`src/rtl/mem_wb_stage_pkg.sv`:
```
// ---------------------------------------------------------------------------
// mem_wb_stage_pkg
//   Shared definitions for the memory-access / write-back stage:
//   funct3 load/store size codes, the stage FSM encoding, and small helpers
//   for legality, alignment, byte-enable and store-lane generation.
// ---------------------------------------------------------------------------
package mem_wb_stage_pkg;

   // funct3 codes for loads and stores (stores use only B/H/W)
   localparam logic [2:0] F3_B  = 3'b000;
   localparam logic [2:0] F3_H  = 3'b001;
   localparam logic [2:0] F3_W  = 3'b010;
   localparam logic [2:0] F3_BU = 3'b100;
   localparam logic [2:0] F3_HU = 3'b101;

   typedef enum logic {
      IDLE   = 1'b0,
      ACCESS = 1'b1
   } state_e;

   function automatic logic load_f3_ok(input logic [2:0] f3);
      return (f3 == F3_B) || (f3 == F3_H) || (f3 == F3_W) ||
             (f3 == F3_BU) || (f3 == F3_HU);
   endfunction

   function automatic logic store_f3_ok(input logic [2:0] f3);
      return (f3 == F3_B) || (f3 == F3_H) || (f3 == F3_W);
   endfunction

   // funct3[1:0] encodes the access size: 00 byte, 01 half, 10 word.
   function automatic logic aligned(input logic [1:0] size, input logic [1:0] a);
      logic ok;
      case (size)
         2'b00:   ok = 1'b1;
         2'b01:   ok = (a[0] == 1'b0);
         2'b10:   ok = (a == 2'b00);
         default: ok = 1'b0;
      endcase
      return ok;
   endfunction

   function automatic logic [3:0] size_be(input logic [1:0] size, input logic [1:0] a);
      logic [3:0] be;
      case (size)
         2'b00:   be = 4'b0001 << a;
         2'b01:   be = 4'b0011 << a;
         default: be = 4'b1111;
      endcase
      return be;
   endfunction

   // Store data is replicated across lanes so the byte enables alone pick
   // the destination bytes.
   function automatic logic [31:0] store_lanes(input logic [1:0] size, input logic [31:0] d);
      logic [31:0] w;
      case (size)
         2'b00:   w = {4{d[7:0]}};
         2'b01:   w = {2{d[15:0]}};
         default: w = d;
      endcase
      return w;
   endfunction

endpackage

```
`src/rtl/mem_wb_stage_load_extend.sv`:
```
// ---------------------------------------------------------------------------
// mem_wb_stage_load_extend
//   Combinational load-data alignment: selects the byte/halfword at
//   addr_lo within the returned word and sign- or zero-extends it.
//   funct3  : load size/sign code
//   addr_lo : low two address bits of the access
//   rdata   : word returned by data memory
//   ext     : 32-bit value to write back
// ---------------------------------------------------------------------------
module mem_wb_stage_load_extend
   import mem_wb_stage_pkg::*;
(
   input  logic [2:0]  funct3,
   input  logic [1:0]  addr_lo,
   input  logic [31:0] rdata,
   output logic [31:0] ext
);

   logic [31:0] shifted;

   always_comb begin
      // Bring the addressed byte/half down to bit 0 first.
      shifted = rdata >> {addr_lo, 3'b000};
      ext     = rdata;
      case (funct3)
         F3_B:    ext = {{24{shifted[7]}}, shifted[7:0]};
         F3_H:    ext = {{16{shifted[15]}}, shifted[15:0]};
         F3_BU:   ext = {24'h0, shifted[7:0]};
         F3_HU:   ext = {16'h0, shifted[15:0]};
         default: ext = rdata;
      endcase
   end

endmodule

```
`src/rtl/mem_wb_stage.sv`:
```
// ---------------------------------------------------------------------------
// mem_wb_stage
//   Memory-access and write-back stage. ALU results are written back one
//   cycle after acceptance; loads/stores run a req/ack transaction with a
//   timeout, and upstream is stalled (in_ready low) while it is in flight.
//
// Handshakes:
//   in_valid/in_ready : a transfer happens on a rising edge where both are 1;
//                       in_ready is 1 exactly when the FSM is IDLE.
//   dmem_req/dmem_ack : dmem_req is held with stable addr/be/wdata/we until a
//                       rising edge samples dmem_ack=1 (or the timeout
//                       expires); ack outside a request is ignored.
//   RegWrite, err     : single-cycle strobes.
//
// Ports:
//   CLK, RSTB              clock, async active-low reset
//   in_valid, in_ready     upstream handshake
//   Dmem1ALUOUT, DmemREB, DmemWEB, funct3, ALUOUT, rs2val, rd, InRegWrite
//                          EX result and control
//   dmem_req/we/addr/be/wdata, dmem_ack, dmem_rdata
//                          data-memory port
//   RegWrite, wb_rd, regfile_indata
//                          register-file write port
//   err                    misalign / illegal funct3 / timeout pulse
//   dbg_state              current FSM state
// ---------------------------------------------------------------------------
module mem_wb_stage
   import mem_wb_stage_pkg::*;
#(
   parameter int TIMEOUT_CYCLES = 64,
   parameter int CNT_W          = 7
) (
   input  logic        CLK,
   input  logic        RSTB,
   input  logic        in_valid,
   output logic        in_ready,
   input  logic        Dmem1ALUOUT,
   input  logic        DmemREB,
   input  logic        DmemWEB,
   input  logic [2:0]  funct3,
   input  logic [31:0] ALUOUT,
   input  logic [31:0] rs2val,
   input  logic [4:0]  rd,
   input  logic        InRegWrite,
   output logic        dmem_req,
   output logic        dmem_we,
   output logic [31:0] dmem_addr,
   output logic [3:0]  dmem_be,
   output logic [31:0] dmem_wdata,
   input  logic        dmem_ack,
   input  logic [31:0] dmem_rdata,
   output logic        RegWrite,
   output logic [4:0]  wb_rd,
   output logic [31:0] regfile_indata,
   output logic        err,
   output state_e      dbg_state
);

   state_e      state_q, state_d;
   logic [CNT_W-1:0] cnt_q, cnt_d;

   logic        dmem_req_q, dmem_req_d;
   logic        dmem_we_q, dmem_we_d;
   logic [31:0] dmem_addr_q, dmem_addr_d;
   logic [3:0]  dmem_be_q, dmem_be_d;
   logic [31:0] dmem_wdata_q, dmem_wdata_d;
   logic        regwrite_q, regwrite_d;
   logic [4:0]  wb_rd_q, wb_rd_d;
   logic [31:0] indata_q, indata_d;
   logic        err_q, err_d;

   // Context of the outstanding access, needed to finish the write-back.
   logic [2:0]  f3_q, f3_d;
   logic [4:0]  rd_q, rd_d;
   logic        inregwrite_q, inregwrite_d;
   logic        from_mem_q, from_mem_d;
   logic [31:0] aluout_q, aluout_d;

   logic        is_mem;
   logic        is_store;
   logic        op_legal;
   logic        accept;
   logic        timeout;
   logic [31:0] load_ext;

   assign is_mem   = !DmemREB || !DmemWEB;
   assign is_store = !DmemWEB;          // store wins when both are low
   assign op_legal = (is_store ? store_f3_ok(funct3) : load_f3_ok(funct3)) &&
                     aligned(funct3[1:0], ALUOUT[1:0]);
   assign accept   = (state_q == IDLE) && in_valid;
   // Counter holds the number of ack-less cycles already spent; this cycle
   // would be the TIMEOUT_CYCLES-th.
   assign timeout  = (cnt_q == CNT_W'(TIMEOUT_CYCLES - 1));

   mem_wb_stage_load_extend u_load_extend (
      .funct3  (f3_q),
      .addr_lo (aluout_q[1:0]),
      .rdata   (dmem_rdata),
      .ext     (load_ext)
   );

   // ---------------- state register ----------------
   always_ff @(posedge CLK or negedge RSTB) begin
      if (!RSTB) begin
         state_q      <= IDLE;
         cnt_q        <= '0;
         dmem_req_q   <= 1'b0;
         dmem_we_q    <= 1'b0;
         dmem_addr_q  <= '0;
         dmem_be_q    <= '0;
         dmem_wdata_q <= '0;
         regwrite_q   <= 1'b0;
         wb_rd_q      <= '0;
         indata_q     <= '0;
         err_q        <= 1'b0;
         f3_q         <= '0;
         rd_q         <= '0;
         inregwrite_q <= 1'b0;
         from_mem_q   <= 1'b0;
         aluout_q     <= '0;
      end else begin
         state_q      <= state_d;
         cnt_q        <= cnt_d;
         dmem_req_q   <= dmem_req_d;
         dmem_we_q    <= dmem_we_d;
         dmem_addr_q  <= dmem_addr_d;
         dmem_be_q    <= dmem_be_d;
         dmem_wdata_q <= dmem_wdata_d;
         regwrite_q   <= regwrite_d;
         wb_rd_q      <= wb_rd_d;
         indata_q     <= indata_d;
         err_q        <= err_d;
         f3_q         <= f3_d;
         rd_q         <= rd_d;
         inregwrite_q <= inregwrite_d;
         from_mem_q   <= from_mem_d;
         aluout_q     <= aluout_d;
      end
   end

   // ---------------- next-state logic ----------------
   always_comb begin
      state_d = state_q;
      case (state_q)
         IDLE:    if (accept && is_mem && op_legal) state_d = ACCESS;
         ACCESS:  if (dmem_ack || timeout) state_d = IDLE;
         default: state_d = IDLE;
      endcase
   end

   // ---------------- output / datapath logic ----------------
   always_comb begin
      cnt_d        = cnt_q;
      dmem_req_d   = dmem_req_q;
      dmem_we_d    = dmem_we_q;
      dmem_addr_d  = dmem_addr_q;
      dmem_be_d    = dmem_be_q;
      dmem_wdata_d = dmem_wdata_q;
      regwrite_d   = 1'b0;
      wb_rd_d      = wb_rd_q;
      indata_d     = indata_q;
      err_d        = 1'b0;
      f3_d         = f3_q;
      rd_d         = rd_q;
      inregwrite_d = inregwrite_q;
      from_mem_d   = from_mem_q;
      aluout_d     = aluout_q;

      case (state_q)
         IDLE: begin
            if (accept) begin
               if (!is_mem) begin
                  regwrite_d = InRegWrite && (rd != 5'd0);
                  wb_rd_d    = rd;
                  indata_d   = ALUOUT;
               end else if (!op_legal) begin
                  err_d = 1'b1;
               end else begin
                  cnt_d        = '0;
                  dmem_req_d   = 1'b1;
                  dmem_we_d    = is_store;
                  dmem_addr_d  = {ALUOUT[31:2], 2'b00};
                  dmem_be_d    = size_be(funct3[1:0], ALUOUT[1:0]);
                  dmem_wdata_d = store_lanes(funct3[1:0], rs2val);
                  f3_d         = funct3;
                  rd_d         = rd;
                  inregwrite_d = InRegWrite;
                  from_mem_d   = Dmem1ALUOUT;
                  aluout_d     = ALUOUT;
               end
            end
         end
         ACCESS: begin
            if (dmem_ack) begin
               cnt_d      = '0;
               dmem_req_d = 1'b0;
               dmem_we_d  = 1'b0;
               if (!dmem_we_q) begin
                  regwrite_d = inregwrite_q && (rd_q != 5'd0);
                  wb_rd_d    = rd_q;
                  indata_d   = from_mem_q ? load_ext : aluout_q;
               end
            end else if (timeout) begin
               cnt_d      = '0;
               dmem_req_d = 1'b0;
               dmem_we_d  = 1'b0;
               err_d      = 1'b1;
            end else begin
               cnt_d = cnt_q + 1'b1;
            end
         end
         default: ;
      endcase
   end

   assign in_ready       = (state_q == IDLE);
   assign dmem_req       = dmem_req_q;
   assign dmem_we        = dmem_we_q;
   assign dmem_addr      = dmem_addr_q;
   assign dmem_be        = dmem_be_q;
   assign dmem_wdata     = dmem_wdata_q;
   assign RegWrite       = regwrite_q;
   assign wb_rd          = wb_rd_q;
   assign regfile_indata = indata_q;
   assign err            = err_q;
   assign dbg_state      = state_q;

endmodule

```
`config.mk`:
```
export PLATFORM = sky130hd
export DESIGN_NAME = mem_wb_stage
export DESIGN_NICKNAME = d
export VERILOG_FILES = /design/src/rtl/mem_wb_stage_pkg.sv /design/src/rtl/mem_wb_stage_load_extend.sv /design/src/rtl/mem_wb_stage.sv
export SDC_FILE = /design/constraint.sdc
export NUM_CORES = 1
export LEC_CHECK = 0
export ABC_AREA = 0
export ABC_CLOCK_PERIOD_IN_PS = 6000
export BUFFER_PORTS_ARGS = -buffer_cell sky130_fd_sc_hd__buf_2
export CORE_UTILIZATION = 51
export DETAILED_ROUTE_END_ITERATION = 10
export MAX_ROUTING_LAYER = met4
export PLACE_DENSITY_LB_ADDON = 0.2
export SLEW_MARGIN = 20
export SYNTH_ARGS = -nofsm -noshare
export SYNTH_HDL_FRONTEND = slang
export SYNTH_SLANG_ARGS = --single-unit
```
`constraint.sdc`:
```
create_clock -name CLK -period 6 [get_ports CLK]
set_input_delay 1.2 -clock CLK [delete_from_list [all_inputs] [get_ports CLK]]
set_output_delay 1.2 -clock CLK [all_outputs]
set_load 0.02 [all_outputs]
```
==> results.ini <==
[outcome]
outcome=completed

[route]
dr_total_vias=6191
antenna_left=0
drcViolationCount=0
firstDrtPassIters=8
wl_met3_um=1040
highest_layer=met4
wl_met2_um=9750
drt_iter0_markers=641
viasPerCell=5.88
drt-met1-wl_um=9210
finalWirelength_um=20700
routedWlPerCell_um=19.7

[global_routing]
first_global_vias=6046
track_usage=0.286
grt_pass1_wl_um=32100
grt_antenna_before_repair=0
grt_max_degree=69
grt.overflow.total=0

[pwr]
leakage_nw=4.38
peakVddDrop_mv=0.236
power_density_mw_per_mm2=430
p_clk_frac=0.271
cell_internal_pwr_mw=2.42
p_seq_frac=0.351
p_sw_mw=1.47
p_comb_frac=0.377
sw_frac_of_total=0.378

[sta]
hold_viol=0
clock_skew_ns=0.00926
setup_violations=0
maxSlewViolCount=0
period_share=0.544
postLayoutSetupSlackWorst_ns=2.74
timing_worst_slew_pin_value_ns=1.11
finalCriticalPeriod_ns=3.26
final.setup.tns_ns=0
max_freq_mhz=307
rsz0062_at_grt=false
slew_headroom=0.256

[worst_setup_path]
crit_path_max_fanout=44
required_ns=6.31
startpoint_type=input port
worstPathArrival_ns=3.57
crit_type=input port to register
end_kind=register

[die]
fp-row-count=44
io_pins=223
die_w_um=124
die-area_mm2=0.0153
coreArea_mm2=0.0145
initial_utilization=0.522
chipHeight_um=124

[synth]
async_reset_ff_frac=1.00
yosys_register_bits=127
synth_ff_type=dfrtp_1
synth_area_mm2=0.00755
ys_warn_count=0
synthDistinctLibCells=53
synth_edf_count=0
synth_top_area_frac=0.421
synth.avg_cell_area_um2=10.9
ys_top_cells_by_area=dfrtp_1 (42%), mux2_4 (15%), mux2i_1 (5.3%)
synth_top_cell_by_area=dfrtp_1
synth_seq_area_share=0.421
syn_inst=695

[final_layout]
mostFrequentLayoutCells=buf_2 (219), dfrtp_1 (126), mux2_4 (76)
diodes=0
syn2layout_area_growth_pct=20.2
stdcell_count=1053
drive_above_1_share=0.427
fin_nets=970
layout_commonest_cell=buf_2

[min_path]
hold_path_class=register to register

[place]
place_congestion=0.908
hpwl_um=14400
port_buffers=220
dp_cells=1021
place_ws_ns=2.37

[flow_run]
drv_cap=0

[clock_network]
clock-sinks=127
ctsResizeCount=0
clock_latency_ns=0.42
hold_buffers=0
cts_inserted_buffers=17
htree_levels=4
root_buffer=clkbuf_16
postCtsSetupBuffers=0
cts_tree=built
clkTransAtPathRegs_ns=0.06
clk_path_buf_depth=2

layout make-up:
type	instances	area (um^2)
Fill cell	1198	5410
Inverter	10	37.5
Clock inverter	13	164
Multi-Input combinational cell	472	3830
Timing Repair Buffer	229	1190
Clock buffer	18	439
Sequential cell	127	3180
Tap cell	184	230
cell families (layout without fill, tap and decap cells):
kind of cell,after synthesis,in the layout,synth area share
simple gates,184,184,0.130
compound gates,151,151,0.140
mux,134,134,0.232
flops,127,127,0.421
buf+inv,97,270,0.0746
fa+ha+maj,1,1,0.00166
other cells,1,2,0.000497
per-stage QoR:
step            util  area, um^2  hold WS, ns  power, mW
5_1_grt        0.627        9070        0.517       4.10
3_3_place_gp   0.583        8440        0.485       2.80
2_1_floorplan      -        7550        0.479       2.41
6_report       0.627        9070        0.511       3.90
4_1_cts        0.625        9050        0.508       3.91
3_5_place_dp   0.583        8440        0.486       2.84
cell usage after synthesis (all sizes together) (9+ instances only):
master   number
a2111oi      16
a21oi        23
a31oi         9
buf          48
clkbuf       39
dfrtp       127
inv          10
mux2         93
mux2i        40
nand2        70
nand2b       26
nand3b       10
nor2         12
nor3         17
nor3b        21
o21ai        47
o21bai       10
o221ai       10
per-layer routing:
metal / vias to the layer above / track usage
met5: - / -
met4: 0 / 0.142
met3: 51 / 0.0481
met2: 240 / 0.422
met1: 3073 / 0.380
li1: 2827 / -
power groups by stage:
stage          sequential [mW]  combinational (mW)  clock, mW
2_1_floorplan             1.52               0.888          0
3_3_place_gp              1.36                1.44          0
3_5_place_dp              1.37                1.47          0
4_1_cts                   1.37                1.47       1.07
5_1_grt                   1.40                1.58       1.11
6_report                  1.37                1.47       1.06
registers in the layout (all words and copies together), names as in the netlist, 3 cells and up:
signal and count:
wb_rd 5, cnt_q 7, f3_q 3, aluout_q 32, dmem_wdata 32, regfile_indata 32, dmem_be 4, rd_q 5
worst max-delay path, stage by stage:
cell	delay, ns
buf_2	0.12
nand4b_1	0.66
nand2_2	1.14
o21ai_0	0.22
o22a_1	0.22
final timing paths:
path / start / end / slack (ns) / depth (start not counted)
max: DmemWEB / regfile_indata[7] / 2.74 / 5
min: cnt_q[0] / cnt_q[0] / 0.51 / 1
max reg2reg: dbg_state / regfile_indata[7] / 3.10 / 4
min reg2reg: cnt_q[0] / cnt_q[0] / 0.51 / 1
max in group asynchronous: RSTB / regfile_indata[28] / 3.80 / 2
min in group asynchronous: RSTB / aluout_q[13] / 0.90 / 1
Note: power is estimated with default switching activity, not from simulation.
